File: src/rtl/step_pkg.sv
// Shared types for the step_pulse debouncer.
// Holds the debounce FSM state encoding and the level lookup.
package step_pkg;

   typedef enum logic [1:0] {
      IDLE,
      PRESS_WAIT,
      HELD,
      RELEASE_WAIT
   } step_state_t;

   function automatic logic state_level(step_state_t s);
      return (s == HELD) || (s == RELEASE_WAIT);
   endfunction

endpackage

File: src/rtl/sync_ff.sv
// Two-flop synchroniser with synchronous reset.
// Brings one asynchronous pin into the osc_clk domain.
module sync_ff (
   input  logic osc_clk,
   input  logic reset,
   input  logic async_bit,
   output logic sync_bit
);

   logic sync1;

   always_ff @(posedge osc_clk) begin
      if (reset) begin
         sync1    <= 1'b0;
         sync_bit <= 1'b0;
      end else begin
         sync1    <= async_bit;
         sync_bit <= sync1;
      end
   end

endmodule

File: src/rtl/step_pulse.sv
// Debounces a slow bouncy level into single-cycle step enables,
// with optional auto-repeat while the input stays held.
module step_pulse
   import step_pkg::*;
#(
   parameter int unsigned DB_BITS     = 16,
   parameter int unsigned REPEAT_BITS = 20,
   parameter bit          REPEAT_EN   = 1'b1
) (
   input  logic osc_clk,
   input  logic reset,
   input  logic raw_in,
   output logic step,
   output logic level
);

   localparam logic [DB_BITS-1:0] DB_MAX = '1;

   step_state_t            state;
   step_state_t            state_nx;
   logic [DB_BITS-1:0]     db_cnt;
   logic [DB_BITS-1:0]     db_cnt_nx;
   logic [REPEAT_BITS-1:0] rep_cnt;
   logic [REPEAT_BITS-1:0] rep_cnt_nx;
   logic                   step_nx;
   logic                   sync2;

   sync_ff u_sync (
      .osc_clk   (osc_clk),
      .reset     (reset),
      .async_bit (raw_in),
      .sync_bit  (sync2)
   );

   always_ff @(posedge osc_clk) begin
      if (reset) begin
         state   <= IDLE;
         db_cnt  <= '0;
         rep_cnt <= '0;
         step    <= 1'b0;
         level   <= 1'b0;
      end else begin
         state   <= state_nx;
         db_cnt  <= db_cnt_nx;
         rep_cnt <= rep_cnt_nx;
         step    <= step_nx;
         // Registered alongside state so it always matches it.
         level   <= state_level(state_nx);
      end
   end

   always_comb begin
      state_nx   = state;
      db_cnt_nx  = db_cnt;
      rep_cnt_nx = rep_cnt;
      step_nx    = 1'b0;
      unique case (state)
         IDLE: begin
            if (sync2) begin
               state_nx  = PRESS_WAIT;
               db_cnt_nx = '0;
            end
         end
         PRESS_WAIT: begin
            if (!sync2) begin
               state_nx = IDLE;
            end else if (db_cnt == DB_MAX) begin
               state_nx   = HELD;
               step_nx    = 1'b1;
               rep_cnt_nx = '0;
            end else begin
               db_cnt_nx = db_cnt + 1'b1;
            end
         end
         HELD: begin
            if (!sync2) begin
               state_nx  = RELEASE_WAIT;
               db_cnt_nx = '0;
            end else begin
               // Wraps on purpose to pace the repeat pulses.
               rep_cnt_nx = rep_cnt + 1'b1;
               if (REPEAT_EN && (&rep_cnt)) begin
                  step_nx = 1'b1;
               end
            end
         end
         RELEASE_WAIT: begin
            if (sync2) begin
               state_nx = HELD;
            end else if (db_cnt == DB_MAX) begin
               state_nx = IDLE;
            end else begin
               db_cnt_nx = db_cnt + 1'b1;
            end
         end
         default: begin
            state_nx = IDLE;
         end
      endcase
   end

endmodule

File: config.mk
export PLATFORM = sky130hd
export DESIGN_NAME = step_pulse
export DESIGN_NICKNAME = d
export VERILOG_FILES = /design/src/rtl/step_pkg.sv /design/src/rtl/sync_ff.sv /design/src/rtl/step_pulse.sv
export SDC_FILE = /design/constraint.sdc
export NUM_CORES = 1
export LEC_CHECK = 0
export CAP_MARGIN = 10
export CORE_ASPECT_RATIO = 1.2
export CORE_MARGIN = 4
export CORE_UTILIZATION = 45
export DETAILED_ROUTE_END_ITERATION = 16
export MAX_ROUTING_LAYER = met4
export PLACE_DENSITY = 0.66
export SYNTH_ARGS = -nofsm -noshare
export SYNTH_HDL_FRONTEND = slang
export SYNTH_SLANG_ARGS = --single-unit
File: constraint.sdc
create_clock -name osc_clk -period 3.4 [get_ports osc_clk]
set_clock_uncertainty 0.1 [all_clocks]
set_input_delay 0.68 -clock osc_clk [delete_from_list [all_inputs] [get_ports osc_clk]]
set_output_delay 0.68 -clock osc_clk [all_outputs]
set_load 0.01 [all_outputs]
After elaboration in Yosys (flattened, before gate mapping)
Index checks and enable logic that the tools add are counted.
{"block": "totals", "regBits": 42, "input_bits": 3, "output_inout_bits": 2}
{"block": "op_classes", "addsub": 2, "n_eq_ne": 12, "muxes": 22, "reduce_logical": 6}
{"operator": "2-to-1 mux 16 bit", "n": 5}
{"operator": "one-hot mux 16 bit (4 select lines)", "n": 1}
{"operator": "2-to-1 mux 20 bit", "n": 3}
{"operator": "one-hot mux 20 bit (2 select lines)", "n": 1}
{"operator": "adder 20 x 1 -> 20 bit (second input constant)", "n": 1}
{"operator": "AND reduction 20 bit", "n": 1}
{"operator": "adder 16 x 1 -> 16 bit (second input constant)", "n": 1}
{"operator": "== test 16 bit (second input constant)", "n": 1}
{"operator": "2-to-1 mux 2 bit", "n": 6}
{"operator": "== test 2 bit (second input constant)", "n": 4}
{"operator": "one-hot mux 2 bit (4 select lines)", "n": 1}
{"operator": "AND reduction 4 bit", "n": 2}
{"operator": "inequality test 2 x 1 -> 1 bit (second input constant)", "n": 3}
{"operator": "inequality test 2 bit (second input constant)", "n": 3}
{"operator": "2-to-1 mux 1 bit", "n": 4}
{"operator": "== test 2 x 1 -> 1 bit (second input constant)", "n": 1}
{"operator": "logical NOT 2 bit", "n": 1}
{"operator": "one-hot mux 1 bit (2 select lines)", "n": 1}
{"operator": "nonzero test 2 bit", "n": 1}
{"operator": "logical OR 1 bit", "n": 1}

Depth between registers and ports, before layout
{"block": "depth", "depth_word": 6, "depth_mapped": 8, "mapped_depth_nobuf": 6}

By module
A second synthesis with hierarchy kept.
{"block": "hier_totals", "cells_unflattened": 249, "area_unflattened_um2": 2172.1}
{"mod": "step_pulse", "instances": 1, "cells_per_inst": 245, "area_per_inst_um2": 2119.5, "seq_area_each_um2": 780.7}
{"mod": "sync_ff", "instances": 1, "cells_per_inst": 4, "area_per_inst_um2": 52.6, "seq_area_each_um2": 40.0}

Worst setup path before layout
No wires, ideal clock.
{"block": "synth_timing", "kind": "register to register", "startpoint": "reg level (netlist name)", "endpoint": "reg db_cnt[15]", "arrival_ps": 2274, "required_ps": 3228, "path_slack_ps": 954, "path_stages_with_launch": 9, "path_buffers": 2, "cell_sequence": "dfxtp_1 inv_1 ha_1 clkbuf_1 or3_1 and2_1 buf_2 a2111oi_1 mux2i_1"}
{"element": "end signal: assignment", "line_no": "step_pulse.sv:44", "rtl": "db_cnt <= db_cnt_nx;"}
{"element": "end: declaration", "line_no": "step_pulse.sv:21", "rtl": "logic [DB_BITS-1:0] db_cnt;"}

Final worst setup path
{"block": "layout_timing", "startpoint": "reg db_cnt[0]", "endpoint": "reg rep_cnt[17]"}
{"block": "layout_between", "elab_chain_cells": 3}
{"element": "== test 16 bit", "line_no": "step_pulse.sv:67", "rtl": "end else if (db_cnt == DB_MAX) begin"}
{"element": "inequality test 2 bit (no source line)"}
{"element": "AND reduction 4 bit (no source line)"}
{"element": "end signal: assignment", "line_no": "step_pulse.sv:45", "rtl": "rep_cnt <= rep_cnt_nx;"}
{"element": "end: declaration", "line_no": "step_pulse.sv:23", "rtl": "logic [REPEAT_BITS-1:0] rep_cnt;"}
No other way between the ends.
A chain may end at the register's enable or synchronous reset.

==> results.md <==
* Worst Tran Pin Value at approximately 0.9 ns
* Gp weighted congestion at around 0.9
* Beginning of the worst register-to-register path: db_cnt[0]$_SDFFE_PP0P_
* Hold_buf cts at 0
* First-pass GRT wire length at approximately 11000 microns
* Hold_sp: u_sync.sync1$_SDFF_PP0_
* Setup Fix Bufs, Post-CTS at 0
* IO Port Bufs at 4
* Clock sink total at 41
* Skew-Pair Late Insertion Delay at 0.29 ns
* Die area at slightly above 7000 sq um
* Gr usage total at 0.1929
* Cells after synthesis at 336
* Max IR drop VDD at 0.0001543 V
* Placed standard-cell area at 2754 sq um
* Hold Crit Endpoint: u_sync.sync_bit$_SDFF_PP0_
* Post-Place Setup Slack at roughly 0.64 ns
* DRT Pass-1 Iters at 4
* TritonCTS buffer count at 5
* YS warnings at 0
* Via count at 2493
* CTS tree: yes
* Worst Path Arrival at 2.94 ns
* CTS root buf: clkbuf_8
* Rows at 30
* Starting Density at 0.4697
* Final Cycle Share at 0.8282
* Synth Cell Area at 2680 sq um
* Max Fanout on Critical Path at 20
* Die Y at 92.54 microns
* Total grt overflow at 0
* Post-DP HPWL at 4180 microns
* Total DRC errors in the routed layout at 0
* Net count after synthesis at 345
* FF-to-FF End: rep_cnt[17]$_SDFFE_PP0P_
* Final setup fails at 0
* Leakage power at 0.8247 nW
* H-tree Lvls at 2
* WL/cell at between 15 and 20 microns
* Run status: finished, final reports clean
* WP data required at 3.52 ns
* Vias in the first global route at 2340
* Ys flop type: dfxtp_1
* Clk pwr share at 0.339
* Number of top-level pins at 5
* Final nets at 333
* Setup CP Type: flop to flop
* Initial DRC count at 204
* FMAX at approximately 360 MHz
* Mean Syn Cell Area at between 7 and 8 sq um
* Hold Fails Final Rpt at 0
* Internal power at between 0.0006 and 0.0007 W
* Worst setup EP type: flop
* P_sw at 0.0002660 W
* Area Overhead vs Synth at 5.836%
* Commonest non-fill, non-tap cell in the layout: dfxtp_1
* Yosys reg bits at 41
* Setup ws final at 0.5840 ns
* Slew HR at 0.3833
* Clock buffer depth at 2
* Final core utilization at 0.4971
* Count of cell types in the netlist at 50
* Sw frac at 0.2872
* Sequential element share of the synthesized area at 0.3063
* Crit path from: db_cnt[0]$_SDFFE_PP0P_
* Hold Path Class: flop to flop
* Routed vias/inst at about 6
* RSZ-0062 raised after global routing: false
* Initial antenna violation count at 0
* Share of cells above drive strength 1 at 0.08000
* Most frequent cells in the layout: 41 x dfxtp_1, 32 x nand2_1, 27 x nor2_1
* Logic pwr share at 0.133
* Post-DRT Antenna Nets at 0
* R2r worst-path depth at 5
* CTS clk-pin slew, worst paths at approximately 0.08 ns
* Pwr Density at ~330 nW/um^2
* Startpoint Class: flop
* Asr flop ratio synth at 0
* Chip Width at 78.45 microns
* Largest net degree at the start of global routing at 43
* R2R Setup Slk at 0.58 ns
* Final TNS setup at 0 ns
* Post-route minimum period at 2.816 ns
* Tot Pwr at a little over 0.0009 W
* Core ar. at 5705 sq um
* Number of synthesized flops with an enable pin at 0
* Design area at 2836 sq um
* Hold Path Depth at 1
* Slew Limit Fails at 0
* Max-cap violations at 0
* ANT cells at 0
* DRT Wirelength at about 6400 microns
* Sequential power share at 0.527
* Gates resized, CTS repair at 0
==> flip-flops by register name, indices dropped and copies added (netlist names) <==
name             count
rep_cnt             20
db_cnt              16
level                1
state                1
step                 1
u_sync.sync1         1
u_sync.sync_bit      1
==> cell families (layout without fill, tap and decap cells) <==
family,count (synthesis),after routing,share of synthesized area
flip-flops,41,41,0.3063
XOR/XNOR,1,1,0.003269
multiplexers,23,23,0.08590
AO/OA/AOI/OAI,105,105,0.2839
adder cells (fa/ha/maj),6,6,0.02801
buffers and inverters,37,26,0.05416
AND/OR/NAND/NOR,123,123,0.2386
==> layer usage <==
layer / up-vias / global-route usage / share of wire
met5: - / - / 0
met2: 60 / 0.3136 / 0.48
met4: 0 / 0.07143 / 0.019
met3: 13 / 0.03891 / 0.043
li1: 1257 / - / -
met1: 1163 / 0.2363 / 0.45
==> layout make-up <==
class | instances | area, sq um
Timing Repair Buffer | 11 | 92.59
Tap cell | 80 | 100.1
Clock buffer | 6 | 72.57
Inverter | 7 | 26.28
Multi-Input combinational cell | 258 | 1714
Fill cell | 583 | 2869
Sequential cell | 41 | 820.8
Clock inverter | 2 | 10.01
==> stage by stage <==
| step | hold slack [ns] | std cells |
|---|---|---|
| after floorplan | 0.3138 | 336 |
| after global placement | 0.3176 | 397 |
| after detailed placement | 0.3354 | 397 |
| after CTS | 0.3547 | 405 |
| after global routing | 0.3754 | 405 |
| final | 0.3447 | 405 |
==> how the worst max path moves through the flow <==
stage | end | slack, ns | depth (start not counted)
5_1_grt | rep_cnt[17]$_SDFFE_PP0P_ | 0.43 | 5
2_1_floorplan | db_cnt[15]$_SDFFE_PP0P_ | 0.95 | 8
3_5_place_dp | rep_cnt[17]$_SDFFE_PP0P_ | 0.64 | 5
4_1_cts | rep_cnt[17]$_SDFFE_PP0P_ | 0.62 | 5
6_report | rep_cnt[17]$_SDFFE_PP0P_ | 0.58 | 5
3_3_place_gp | rep_cnt[17]$_SDFFE_PP0P_ | 0.73 | 5
==> power by group through the flow <==
stage               clock, W  combinational, W  sequential [W]
detailed placement         0          0.000123        0.000500
global placement           0          0.000123        0.000500
floorplan                  0         0.0000931        0.000499
CTS                 0.000325          0.000123        0.000488
finish              0.000314          0.000123        0.000488
global route        0.000349          0.000140        0.000489
==> critical path, stage by stage (launching register included) <==
cell	delay [ns]
dfxtp_1	0.41
ha_1	0.29
nand4_2	0.21
or4_1	0.96
a2111oi_2	0.53
mux2i_1	0.25
==> cells in the mapped netlist, types with 5 or more instances <==
cell,n,area [sq um]
nand4_1,13,81.33
o21ai_1,10,50.05
dfxtp_1,41,820.8
clkbuf_1,25,93.84
inv_1,6,22.52
nor2_1,27,101.4
o21ai_0,17,85.08
o211ai_1,20,150.1
and4_1,5,43.79
a21oi_1,14,70.07
ha_1,6,75.07
a211oi_1,8,60.06
a2111oi_2,7,105.1
or3_1,5,31.28
nand3_1,13,65.06
mux2i_1,23,230.2
nand2_1,32,120.1
a31oi_1,6,37.54
Note: power is estimated with default switching activity, not from simulation.
